==> src/rtl/score_bcd_display.sv <==
`default_nettype none
// ============================================================================
// Module      : score_bcd_display
// Description : Binary score to BCD (double-dabble) with a multiplexed 7-seg scan.
//               Optional high-score tracking is enabled by defining SCORE_HISCORE_EN.
// Revision    : 1.0 - initial release
// ============================================================================
module score_bcd_display #(
    parameter int WIDTH    = 16,
    parameter int DIGITS   = 5,
    parameter int SCAN_DIV = 1024
) (
    input  logic                  clk,
    input  logic                  rst,
    input  logic [WIDTH-1:0]      score,
    input  logic                  game_tick,
    input  logic                  game_over,
    input  logic                  show_hi,
    output logic [4*DIGITS-1:0]   bcd,
    output logic                  bcd_valid,
    output logic                  busy,
    output logic [6:0]            seg,
    output logic [DIGITS-1:0]     digit_sel,
    output logic [WIDTH-1:0]      hi_score
);

    localparam int c_cnt_w  = $clog2(WIDTH + 1);
    localparam int c_scan_w = (SCAN_DIV > 1) ? $clog2(SCAN_DIV) : 1;
    localparam int c_idx_w  = (DIGITS > 1) ? $clog2(DIGITS) : 1;

    localparam logic [c_cnt_w-1:0]  c_last_iter = c_cnt_w'(WIDTH - 1);
    localparam logic [c_cnt_w-1:0]  c_cnt_one   = c_cnt_w'(1);
    localparam logic [c_scan_w-1:0] c_scan_last = c_scan_w'(SCAN_DIV - 1);
    localparam logic [c_scan_w-1:0] c_scan_one  = c_scan_w'(1);
    localparam logic [c_idx_w-1:0]  c_idx_last  = c_idx_w'(DIGITS - 1);
    localparam logic [c_idx_w-1:0]  c_idx_one   = c_idx_w'(1);
    localparam logic [DIGITS-1:0]   c_sel_reset = DIGITS'(1);
    localparam logic [6:0]          c_seg_zero  = 7'h3F;

    typedef enum logic [1:0] {
        S_IDLE = 2'd0,
        S_CONV = 2'd1,
        S_DONE = 2'd2
    } state_t;

    state_t                r_state;
    state_t                w_state_next;
    logic [WIDTH-1:0]      r_bin;
    logic [4*DIGITS-1:0]   r_work;
    logic [c_cnt_w-1:0]    r_cnt;
    logic                  r_pend;
    logic [WIDTH-1:0]      r_pend_val;
    logic [4*DIGITS-1:0]   r_bcd;

    logic                  w_pend_next;
    logic [WIDTH-1:0]      w_pend_val_next;
    logic                  w_start;
    logic [WIDTH-1:0]      w_start_val;
    logic                  w_last_iter;
    logic [WIDTH-1:0]      w_src;
    logic [4*DIGITS-1:0]   w_work_adj;
    logic [4*DIGITS-1:0]   w_work_shift;
    logic                  w_unused;

`ifdef SCORE_HISCORE_EN
    logic [WIDTH-1:0]      r_hi_score;

    // The tick samples the pre-update high score, so a same-cycle game_over is not seen.
    always_ff @(posedge clk) begin
        if (rst) begin
            r_hi_score <= '0;
        end else if (game_over && (score > r_hi_score)) begin
            r_hi_score <= score;
        end
    end

    assign hi_score = r_hi_score;
    assign w_src    = show_hi ? r_hi_score : score;
    assign w_unused = w_work_adj[4*DIGITS-1];
`else
    assign hi_score = '0;
    assign w_src    = score;
    assign w_unused = ^{w_work_adj[4*DIGITS-1], game_over, show_hi};
`endif

    for (genvar g = 0; g < DIGITS; g++) begin : g_adj
        assign w_work_adj[4*g +: 4] = (r_work[4*g +: 4] >= 4'd5) ?
                                      (r_work[4*g +: 4] + 4'd3) : r_work[4*g +: 4];
    end

    assign w_work_shift = {w_work_adj[4*DIGITS-2:0], r_bin[WIDTH-1]};
    assign w_last_iter  = (r_cnt == c_last_iter);

    always_ff @(posedge clk) begin
        if (rst) begin
            r_state <= S_IDLE;
        end else begin
            r_state <= w_state_next;
        end
    end

    always_comb begin
        w_state_next    = r_state;
        w_start         = 1'b0;
        w_start_val     = w_src;
        w_pend_next     = r_pend;
        w_pend_val_next = r_pend_val;
        case (r_state)
            S_IDLE: begin
                // A tick left pending by the DONE cycle is started from here.
                if (game_tick || r_pend) begin
                    w_start      = 1'b1;
                    w_start_val  = game_tick ? w_src : r_pend_val;
                    w_pend_next  = 1'b0;
                    w_state_next = S_CONV;
                end
            end
            S_CONV: begin
                if (game_tick) begin
                    w_pend_next     = 1'b1;
                    w_pend_val_next = w_src;
                end
                if (w_last_iter) begin
                    w_state_next = S_DONE;
                end
            end
            S_DONE: begin
                if (r_pend) begin
                    w_start      = 1'b1;
                    w_start_val  = r_pend_val;
                    w_pend_next  = 1'b0;
                    w_state_next = S_CONV;
                end else begin
                    w_state_next = S_IDLE;
                end
                if (game_tick) begin
                    w_pend_next     = 1'b1;
                    w_pend_val_next = w_src;
                end
            end
            default: begin
                w_state_next = S_IDLE;
            end
        endcase
    end

    always_ff @(posedge clk) begin
        if (rst) begin
            r_bin      <= '0;
            r_work     <= '0;
            r_cnt      <= '0;
            r_pend     <= 1'b0;
            r_pend_val <= '0;
            r_bcd      <= '0;
        end else begin
            r_pend     <= w_pend_next;
            r_pend_val <= w_pend_val_next;
            if (w_start) begin
                r_bin  <= w_start_val;
                r_work <= '0;
                r_cnt  <= '0;
            end else if (r_state == S_CONV) begin
                r_bin  <= {r_bin[WIDTH-2:0], 1'b0};
                r_work <= w_work_shift;
                r_cnt  <= r_cnt + c_cnt_one;
            end
            // Commit on the final shift so bcd is already new during the DONE cycle.
            if ((r_state == S_CONV) && w_last_iter) begin
                r_bcd <= w_work_shift;
            end
        end
    end

    assign bcd       = r_bcd;
    assign bcd_valid = (r_state == S_DONE);
    assign busy      = (r_state == S_CONV);

    logic [c_scan_w-1:0] r_scan_cnt;
    logic [c_idx_w-1:0]  r_idx;
    logic [DIGITS-1:0]   r_digit_sel;
    logic [6:0]          r_seg;
    logic                w_scan_wrap;
    logic [c_idx_w-1:0]  w_idx_next;
    logic [DIGITS-1:0]   w_sel_next;
    logic [3:0]          w_nib;
    logic [6:0]          w_seg_next;

    assign w_scan_wrap = (r_scan_cnt == c_scan_last);

    always_comb begin
        w_idx_next = r_idx;
        if (w_scan_wrap) begin
            w_idx_next = (r_idx == c_idx_last) ? '0 : (r_idx + c_idx_one);
        end
    end

    always_comb begin
        w_sel_next = '0;
        w_nib      = 4'd0;
        for (int i = 0; i < DIGITS; i++) begin
            if (w_idx_next == c_idx_w'(i)) begin
                w_sel_next[i] = 1'b1;
                w_nib         = r_bcd[4*i +: 4];
            end
        end
    end

    always_comb begin
        w_seg_next = 7'h00;
        case (w_nib)
            4'd0:    w_seg_next = 7'h3F;
            4'd1:    w_seg_next = 7'h06;
            4'd2:    w_seg_next = 7'h5B;
            4'd3:    w_seg_next = 7'h4F;
            4'd4:    w_seg_next = 7'h66;
            4'd5:    w_seg_next = 7'h6D;
            4'd6:    w_seg_next = 7'h7D;
            4'd7:    w_seg_next = 7'h07;
            4'd8:    w_seg_next = 7'h7F;
            4'd9:    w_seg_next = 7'h6F;
            default: w_seg_next = 7'h00;
        endcase
    end

    always_ff @(posedge clk) begin
        if (rst) begin
            r_scan_cnt  <= '0;
            r_idx       <= '0;
            r_digit_sel <= c_sel_reset;
            r_seg       <= c_seg_zero;
        end else begin
            r_scan_cnt  <= w_scan_wrap ? '0 : (r_scan_cnt + c_scan_one);
            r_idx       <= w_idx_next;
            r_digit_sel <= w_sel_next;
            r_seg       <= w_seg_next;
        end
    end

    assign digit_sel = r_digit_sel;
    assign seg       = r_seg;

endmodule
`default_nettype wire
==> config.mk <==
export PLATFORM = sky130hd
export DESIGN_NAME = score_bcd_display
export DESIGN_NICKNAME = d
export VERILOG_FILES = /design/src/rtl/score_bcd_display.sv
export SDC_FILE = /design/constraint.sdc
export NUM_CORES = 1
export LEC_CHECK = 0
export CELL_PAD_IN_SITES_DETAIL_PLACEMENT = 2
export CELL_PAD_IN_SITES_GLOBAL_PLACEMENT = 2
export CORE_MARGIN = 2
export CORE_UTILIZATION = 33
export DETAILED_ROUTE_END_ITERATION = 6
export PLACE_DENSITY = 0.9
export SYNTH_ARGS = -nofsm -noshare
export SYNTH_HDL_FRONTEND = slang
export SYNTH_SLANG_ARGS = --single-unit
export TNS_END_PERCENT = 20
==> constraint.sdc <==
create_clock -name clk -period 2.95 [get_ports clk]
set_input_delay 0.295 -clock clk [delete_from_list [all_inputs] [get_ports clk]]
set_output_delay 0.295 -clock clk [all_outputs]
set_load 0.005 [all_outputs]
==> metrics.md <==
| Metric | Value |
|---|---|
| Clk_skew | `0.00660 ns` |
| Mapped Area | `5380 µm²` |
| Commonest non-fill, non-tap cells in the layout | `103 x dfxtp_1, 87 x nand2_1, 77 x a21oi_1` |
| Compound-Gate Fraction of Synth Area | `0.181` |
| Crit start category | `flip-flop` |
| Max Cap Viol | `0` |
| Max incr delay on CP | `0.38 ns` |
| Antenna Violating Nets Remaining | `0` |
| Synthesized flop and latch total | `105` |
| Initial core utilization | `0.339` |
| Cells after DPL | `903` |
| Mux cell area share after synthesis | `0.0437` |
| CP Cell Sequence | `ha_1, nand4_1, buf_4, o41ai_4, o21a_1, buf_4, nand2_1, o221a_2, inv_1, ha_1, a21oi_1, o21ai_0` |
| Achievable frequency | `348 MHz` |
| Layout Utilization | `0.404` |
| Endpoint class of the critical path | `flip-flop` |
| Pwr Density | `523 nW/µm²` |
| Hold depth | `2` |
| Largest net degree at the start of global routing | `46` |
| Gpl congestion | `0.794` |
| Critical Path Stages | `12` |
| Worst-case clock buffer depth | `2` |
| Wire length per cell | `20.2 µm` |
| CP required | `3.17 ns` |
| Fin crit period | `2.87 ns` |
| Share of layout cells above drive strength 1 | `0.0724` |
| Peak VDD IR | `0.262 mV` |
| Simple-gate share of the synthesized area | `0.232` |
| Clock Pin Slew Worst Setup and Hold Paths | `0.07 ns` |
| Outcome | `completed` |
| # IOs | `71` |
| Final hold viol count | `0` |
| Vias in the first global route | `5492` |
| DP Area | `6040 µm²` |
| Drt total wl | `18600 µm` |
| CTS tree | `yes` |
| Input/output buffers | `52` |
| Total power | `3.35 mW` |
| Pre-CTS setup slack | `0.0355 ns` |
| Final period util | `0.973` |
| Crit Path Class | `reg -> reg` |
| Core region area | `15900 µm²` |
| Setup ws final | `0.0783 ns` |
| Die Y | `132 µm` |
| Crit-path leading delay family | `compound AO/OA/AOI/OAI gates` |
| Crit path max-delay cell type | `dfxtp_1` |
| Post-Synth XOR/XNOR Area | `0.0228` |
| Path depth of the worst reg2reg path | `12` |
| WL met3 | `489 µm` |
| Final Hold Slack | `0.461 ns` |
| Crit path DAT | `3.10 ns` |
| Inserted Clock Buffers | `9` |
| Leak pwr | `2.37 nW` |
| Pins over their slew limit | `0` |
| Post-synth EDFFs | `0` |
| Worst Path Max Fanout | `8` |
| Worst slew pin tran | `0.890 ns` |
| Yosys Warn Count | `0` |
| Synth Flop Type | `dfxtp_1` |
| Cell count after synthesis | `664` |
| RSZ-0062 raised after global routing | `true` |
| Seq/Total Area, Yosys | `0.391` |
| Row count | `46` |
| Asr flop ratio synth | `0` |
| Post-Layout Inst Area | `6410 µm²` |
| First-pass detailed-route iteration total | `4` |
| Global-route usage over all layers | `0.215` |
| Clk root buf | `clkbuf_16` |
| Area growth syn-to-layout | `19.1%` |
| Final Setup Violations | `0` |
| Slew margin rel. | `0.407` |
| Adder-cell share of the synthesized area | `0.0581` |
| Wl on met1 | `8080 µm` |
| Synth cell types | `51` |
| Critical path buffers and inverters | `3` |
| # nets final | `746` |
| Met2 Routed Length | `9520 µm` |
| Die area | `17300 µm²` |
| Detail Placement HPWL | `12700 µm` |
| Initial DRC count | `223` |
| Most common cell after layout, fill and taps aside | `dfxtp_1` |
| Min-Delay Path Class | `reg -> reg` |
| DRC | `0` |
| Largest family of logic cells by synthesized area | `simple AND/OR/NAND/NOR gates` |
| CTS Sinks | `105` |
| Ant. Diodes | `0` |
| Die Wd | `132 µm` |
| Total gr overflow | `0` |
| First-pass GRT wire length | `29900 µm` |
| Max Used Layer | `met4` |
| Via-to-Cell Ratio | `5.43` |
| Initial antenna violation count | `0` |
| Htree depth | `3` |
| TNS Setup | `0 ns` |
| Clk_lat worst skew | `0.36 ns` |
| Post-cts hold buffer count | `0` |
| Vias | `4998` |
| Syn_area_per_cell | `8.11 µm²` |
| Post-route insts no fill | `920` |
## kinds of logic (layout without fill, tap and decap cells)
family	after synthesis	in the layout
AND/OR/NAND/NOR	255	255
other	1	16
flip-flops	105	105
adder cells (fa/ha/maj)	25	25
buffers and inverters	84	109
AO/OA/AOI/OAI	157	157
multiplexers	23	23
XOR/XNOR	14	14
## report_power, final
group	internal, mW	switching (mW)
logic	0.182	0.336
clock network	0.746	0.556
registers	1.48	0.0498
## flip-flops by register name, summed over array words and instances, names as in the netlist
register and count:
bcd 20, r_work 20, r_bin 16, r_pend_val 16
r_scan_cnt 10, seg 7, digit_sel 5, r_cnt 5
r_idx 3, r_state 2, r_pend 1
## timing repair
item	4_1_cts	5_1_grt
buffers inserted	0	2
gates resized for setup	5	6
pin swaps	2	2
endpoints found under the setup margin	6	6
## path summary, 6_finish.rpt
kind	start	slack (ns)	endpoint
max	r_scan_cnt[0]$_SDFF_PP0_	0.08	seg[3]$_SDFF_PP1_
min	r_pend_val[9]$_SDFFE_PP0P_	0.46	r_pend_val[9]$_SDFFE_PP0P_
max reg2reg	r_scan_cnt[0]$_SDFF_PP0_	0.08	seg[3]$_SDFF_PP1_
min reg2reg	r_pend_val[9]$_SDFFE_PP0P_	0.46	r_pend_val[9]$_SDFFE_PP0P_
## tightest hold or removal path, delay by kind of cell, from the launching register on
| kind | cells | cell delay [ns] |
|---|---|---|
| flip-flops | 1 | 0.31 |
| AND/OR/NAND/NOR | 1 | 0.05 |
| AO/OA/AOI/OAI | 1 | 0.05 |
## synth_stat cells, drive strengths merged, types with 3 or more instances
| cell type | n | area share |
|---|---|---|
| clkbuf | 32 | 0.022 |
| and4 | 3 | 0.0049 |
| and3 | 4 | 0.0046 |
| o21ai | 20 | 0.019 |
| xor2 | 5 | 0.0081 |
| nor2 | 65 | 0.046 |
| a211oi | 31 | 0.043 |
| nand2b | 9 | 0.010 |
| mux2i | 22 | 0.041 |
| a21oi | 77 | 0.072 |
| o31ai | 3 | 0.0042 |
| o211ai | 3 | 0.0042 |
| dfxtp | 105 | 0.39 |
| and2 | 18 | 0.021 |
| buf | 25 | 0.030 |
| nand4 | 6 | 0.0081 |
| xnor2 | 9 | 0.015 |
| ha | 25 | 0.058 |
| inv | 27 | 0.019 |
| nor3 | 8 | 0.0074 |
| nand2 | 87 | 0.061 |
| nor4 | 17 | 0.020 |
| a21o | 5 | 0.0070 |
| a31oi | 5 | 0.0070 |
| nand3 | 12 | 0.013 |
| nor3b | 21 | 0.029 |
## per-layer routing
layer | up-vias | GRT usage
met5 | - | 0
met4 | 0 | 0.0888
met3 | 38 | 0.0278
met2 | 102 | 0.388
met1 | 2514 | 0.257
li1 | 2344 | -
## layout make-up
cell class	count	area, µm²
Inverter	27	101
Clock buffer	13	280
Sequential cell	105	2100
Timing Repair Buffer	67	628
Clock inverter	2	35.0
Multi-Input combinational cell	490	2990
Tap cell	216	270
Fill cell	1809	9470
(Power assumes the default switching activity.)
